### src/rtl/divider_scheduler.sv
// divider_scheduler: one 16-bit signed restoring divider shared round-robin
// between two requester channels, each with stb/ack operand and result handshakes.
module divider_scheduler (
  input  logic        clk,
  input  logic        rst,
  input  logic [15:0] input_dividend_0,
  input  logic [15:0] input_dividend_1,
  input  logic [15:0] input_divisor_0,
  input  logic [15:0] input_divisor_1,
  input  logic        input_0_stb,
  input  logic        input_1_stb,
  output logic        input_0_ack,
  output logic        input_1_ack,
  output logic [15:0] output_quotient_0,
  output logic [15:0] output_quotient_1,
  output logic [15:0] output_remainder_0,
  output logic [15:0] output_remainder_1,
  output logic        output_0_stb,
  output logic        output_1_stb,
  input  logic        output_0_ack,
  input  logic        output_1_ack,
  output logic        busy
);

  localparam int unsigned W  = 16;
  localparam int unsigned CW = 4;

  typedef enum logic [2:0] {ARB, ACK, CALC, FIX, RESULT} state_t;

  state_t          state, state_d;
  logic            grant, grant_d;
  logic            last, last_d;
  logic [W-1:0]    dvd, dvd_d;
  logic [W-1:0]    dvs, dvs_d;
  logic [W-1:0]    pr, pr_d;
  logic [W-1:0]    quo, quo_d;
  logic [CW-1:0]   count, count_d;
  logic            qsign, qsign_d;
  logic            rsign, rsign_d;
  logic            dzero, dzero_d;
  logic            ack0_d, ack1_d;
  logic            stb0_d, stb1_d;
  logic [W-1:0]    quot0_d, quot1_d, rem0_d, rem1_d;
  logic            busy_d;
  logic            sel;

  logic [W-1:0]    op_a, op_b;
  logic            res_ack;
  logic [W:0]      trial;
  logic [W-1:0]    q_fix, r_fix;

  function automatic logic [W-1:0] mag(input logic [W-1:0] x);
    return x[W-1] ? (~x + W'(1)) : x;
  endfunction

  assign op_a    = grant ? input_dividend_1 : input_dividend_0;
  assign op_b    = grant ? input_divisor_1  : input_divisor_0;
  assign res_ack = grant ? output_1_ack     : output_0_ack;
  assign trial   = {pr, dvd[W-1]};
  // Zero divisor leaves all-ones quotient; the remainder already equals |dividend|,
  // so restoring the dividend sign returns the original dividend.
  assign q_fix   = dzero ? '1 : (qsign ? (~quo + W'(1)) : quo);
  assign r_fix   = rsign ? (~pr + W'(1)) : pr;

  // Next-state, datapath and output-register next values
  always_comb begin
    state_d = state;
    grant_d = grant;
    last_d  = last;
    dvd_d   = dvd;
    dvs_d   = dvs;
    pr_d    = pr;
    quo_d   = quo;
    count_d = count;
    qsign_d = qsign;
    rsign_d = rsign;
    dzero_d = dzero;
    ack0_d  = input_0_ack;
    ack1_d  = input_1_ack;
    stb0_d  = output_0_stb;
    stb1_d  = output_1_stb;
    quot0_d = output_quotient_0;
    quot1_d = output_quotient_1;
    rem0_d  = output_remainder_0;
    rem1_d  = output_remainder_1;
    sel     = 1'b0;

    case (state)
      ARB: begin
        if (input_0_stb || input_1_stb) begin
          sel     = (input_0_stb && input_1_stb) ? ~last : input_1_stb;
          grant_d = sel;
          ack0_d  = ~sel;
          ack1_d  = sel;
          state_d = ACK;
        end
      end
      ACK: begin
        dvd_d   = mag(op_a);
        dvs_d   = mag(op_b);
        qsign_d = op_a[W-1] ^ op_b[W-1];
        rsign_d = op_a[W-1];
        dzero_d = (op_b == '0);
        pr_d    = '0;
        quo_d   = '0;
        count_d = CW'(15);
        ack0_d  = 1'b0;
        ack1_d  = 1'b0;
        state_d = CALC;
      end
      CALC: begin
        dvd_d = {dvd[W-2:0], 1'b0};
        if (trial >= {1'b0, dvs}) begin
          pr_d  = W'(trial - {1'b0, dvs});
          quo_d = {quo[W-2:0], 1'b1};
        end else begin
          pr_d  = W'(trial);
          quo_d = {quo[W-2:0], 1'b0};
        end
        count_d = count - CW'(1);
        if (count == '0) state_d = FIX;
      end
      FIX: begin
        if (grant) begin
          quot1_d = q_fix;
          rem1_d  = r_fix;
          stb1_d  = 1'b1;
        end else begin
          quot0_d = q_fix;
          rem0_d  = r_fix;
          stb0_d  = 1'b1;
        end
        state_d = RESULT;
      end
      RESULT: begin
        if (res_ack) begin
          stb0_d  = 1'b0;
          stb1_d  = 1'b0;
          last_d  = grant;
          state_d = ARB;
        end
      end
      default: state_d = ARB;
    endcase

    busy_d = (state_d != ARB);
  end

  // State, datapath and output registers with synchronous reset
  always_ff @(posedge clk) begin
    if (rst) begin
      state              <= ARB;
      grant              <= 1'b0;
      last               <= 1'b1;
      dvd                <= '0;
      dvs                <= '0;
      pr                 <= '0;
      quo                <= '0;
      count              <= '0;
      qsign              <= 1'b0;
      rsign              <= 1'b0;
      dzero              <= 1'b0;
      input_0_ack        <= 1'b0;
      input_1_ack        <= 1'b0;
      output_0_stb       <= 1'b0;
      output_1_stb       <= 1'b0;
      output_quotient_0  <= '0;
      output_quotient_1  <= '0;
      output_remainder_0 <= '0;
      output_remainder_1 <= '0;
      busy               <= 1'b0;
    end else begin
      state              <= state_d;
      grant              <= grant_d;
      last               <= last_d;
      dvd                <= dvd_d;
      dvs                <= dvs_d;
      pr                 <= pr_d;
      quo                <= quo_d;
      count              <= count_d;
      qsign              <= qsign_d;
      rsign              <= rsign_d;
      dzero              <= dzero_d;
      input_0_ack        <= ack0_d;
      input_1_ack        <= ack1_d;
      output_0_stb       <= stb0_d;
      output_1_stb       <= stb1_d;
      output_quotient_0  <= quot0_d;
      output_quotient_1  <= quot1_d;
      output_remainder_0 <= rem0_d;
      output_remainder_1 <= rem1_d;
      busy               <= busy_d;
    end
  end

endmodule

### config.mk
export PLATFORM = sky130hd
export DESIGN_NAME = divider_scheduler
export DESIGN_NICKNAME = d
export VERILOG_FILES = /design/src/rtl/divider_scheduler.sv
export SDC_FILE = /design/constraint.sdc
export NUM_CORES = 1
export LEC_CHECK = 0
export CORE_ASPECT_RATIO = 1.2
export CORE_MARGIN = 2
export CORE_UTILIZATION = 54
export DETAILED_ROUTE_END_ITERATION = 7
export PLACE_DENSITY = 0.8
export SLEW_MARGIN = 10
export SYNTH_ARGS = -nofsm -noshare
export SYNTH_HDL_FRONTEND = slang
export SYNTH_SLANG_ARGS = --single-unit
export TNS_END_PERCENT = 100
### constraint.sdc
create_clock -name clk -period 3.2 [get_ports clk]
set_clock_uncertainty 0.2 [all_clocks]
set_input_delay 0.64 -clock clk [delete_from_list [all_inputs] [get_ports clk]]
set_output_delay 0.64 -clock clk [all_outputs]
set_load 0.02 [all_outputs]
==> flow_summary.toml <==
[status]
status = "complete, no violations"

[sta]
hold_violations = 0
timing.fmax_mhz = 336
hold_ws_ps = 249
rsz0062_at_grt = "no"
setup_viol = 0
slew_headroom_pct = 50.2
tns_ps = 0
worst_slew_pin_slew_ps = 743
layout_min_cycle_time_ps = 2980
final_max_slew_viol_count = 0
min_period_over_period_pct = 93.1

[clock_tree]
post_cts_buffers = 0
cts_sinks = 145
cts.clk_slew.worst_paths_ps = 60
cts_made_buffers = 17
root_buffer = "clkbuf_16"
ctsResizeCount = 0
tritoncts = "built"
clockBufferDepth = 2
clk_latency_ps = 420
ctsHoldBuffers = 0
htree_levels = 4

[floorplanning]
dieArea_um2 = 15700
core_area_um2 = 14400
die_x_um = 115
ioPinCount = 139
initial_core_util_pct = 55.2
std_cell_rows = 48
die_y_um = 137

[power_and_ir_drop]
power.density_nw_per_um2 = 669
power_leakage_nw = 3.61
vdd_drop_max_mv = 0.379

[synthesis]
syn_nets = 1050
ys_seq_area_share_pct = 36.6
synthCells = 958
synth-edff-count = 0
syn_area_per_cell_um2 = 8.28
async_reset_ff_share_pct = 0
synth_top_flop_cell = "dfxtp_1"
synth_seq_cells = 145
ys_warn_count = 0
ys_types = 64
syn_area_um2 = 7930

[layout]
area_delta_synth_final_pct = 26.7
final_cell_mix = "144 x dfxtp_1, 139 x nor2_1, 137 x clkdlybuf4s50_1"
layout_commonest_cell = "dfxtp_1"
antenna_cells = 0
drive_gt1_share_pct = 7.20
nNetsFinal = 1163

[detailed_routing]
drt-vias-per-instance = 5.77
drt_wl_total_um = 18700
vias = 7260
ant_nets = 0
first_iter_violations = 487
wl_per_cell_um = 14.8
first_pass_iters = 5
drc = 0

[grt]
grt_pass1_wl_um = 31200
globalRouteOverflowTotal = 0
first_global_vias = 6621
antenna_found_initial = 0
grtUsageTotal_pct = 24.2
grt_max_degree = 65

[worst_setup_path]
r2r_cells = 10
start_kind = "register"
path_buf_inv = 2
slowest_delay_ps = 550
critPathMaxFanout = 18
r2r_setup_slack_ps = 220
cp.depth = 10
end_kind = "register"
crit_required_ps = 3300
slowest_stage = "a211o_1"
critPathArrivalTime_ps = 3080
cp_cell_sequence = "inv_1 -> ha_1 -> nor2b_4 -> o31a_4 -> a2111oi_4 -> o21bai_2 -> a211o_1 -> buf_4 -> mux2i_1 -> o21ai_1"
critPathTopFamily = "compound AO/OA/AOI/OAI gates"
crit_type = "reg2reg"

[worst_hold_path]
hp-class = "reg2reg"
min_path_cells = 2

[run]
cap_violations = 0

[placed_design]
io_buffers = 138
dp_hpwl_um = 13500
place.gp.congestion = 0.862
-- kinds of logic (layout without fill, tap and decap cells) --
kind of cell / after synthesis / after routing / synth area share, %
mux: 53 / 53 / 6.94
buf+inv: 94 / 219 / 5.11
compound gates: 270 / 270 / 23.3
fa+ha+maj: 22 / 22 / 3.57
simple gates: 317 / 317 / 18.2
flops: 145 / 145 / 36.6
xor+xnor: 57 / 57 / 6.30
-- flip-flops by register name (all words and copies together), names as in the netlist --
signal / count
dvd: 16
dvs: 16
output_quotient_0: 16
output_quotient_1: 16
output_remainder_0: 16
output_remainder_1: 16
pr: 16
quo: 16
count: 4
state: 3
busy: 1
dzero: 1
grant: 1
input_0_ack: 1
input_1_ack: 1
last: 1
output_0_stb: 1
output_1_stb: 1
qsign: 1
rsign: 1
-- cell type report --
type | count | area, um^2
clock buffers | 17 | 425
clock inverters | 14 | 203
fillers | 1140 | 4310
inverters | 30 | 113
multi-input cells | 719 | 4640
flip-flops and latches | 145 | 2900
well taps | 175 | 219
repair buffers | 158 | 1540
-- metrics by stage --
stage / instance area, um^2 / util (%) / cells / setup slack (ps) / power, W
after floorplan: 7930 / - / 958 / 433 / 0.00417
after detailed placement: 9420 / 65.6 / 1227 / 221 / 0.00461
after global routing: 10000 / 70.0 / 1258 / 90.7 / 0.00710
after CTS: 10000 / 70.0 / 1258 / 215 / 0.00673
after global placement: 9420 / 65.6 / 1227 / 307 / 0.00457
final: 10000 / 70.0 / 1258 / 222 / 0.00672
-- worst register-to-register path, stage by stage (launching register included) --
cell and delay [ps]:
dfxtp_1 330, inv_1 80, ha_1 320, nor2b_4 140, o31a_4 300, a2111oi_4 330, o21bai_2 110, a211o_1 550
buf_4 280, mux2i_1 150, o21ai_1 70
-- synth_stat cells (all sizes together) (12+ instances only) --
cell type,number,area [um^2]
xor2,24,210
a211oi,68,510
a21oi,59,295
nor2,141,532
o31ai,15,118
buf,22,135
xnor2,33,289
nand3,12,60.1
inv,30,113
nand2,78,293
clkbuf,42,158
o21ai,44,220
ha,21,263
mux2i,47,483
nor3,24,120
dfxtp,145,2900
a22oi,29,218
-- metal layers --
layer  track usage [%]  wire (um)
met1              31.8       8550
met2              40.0       8730
met3              5.40       1160
met4              6.91        216
met5                 0          0
-- power breakdown --
part           internal (W)  total, W  switching [W]
Clock               0.00131   0.00211       0.000793
Combinational       0.00113   0.00251        0.00138
Sequential          0.00195   0.00211       0.000156
Total               0.00440   0.00672        0.00233
-- final timing paths --
path	to	from
setup / recovery	pr[7]	dvs[1]
setup reg to reg	pr[7]	dvs[1]
hold / removal	dvs[10]	dvs[10]
hold reg to reg	dvs[10]	dvs[10]
No activity file was read; power rests on OpenSTA's default activity.
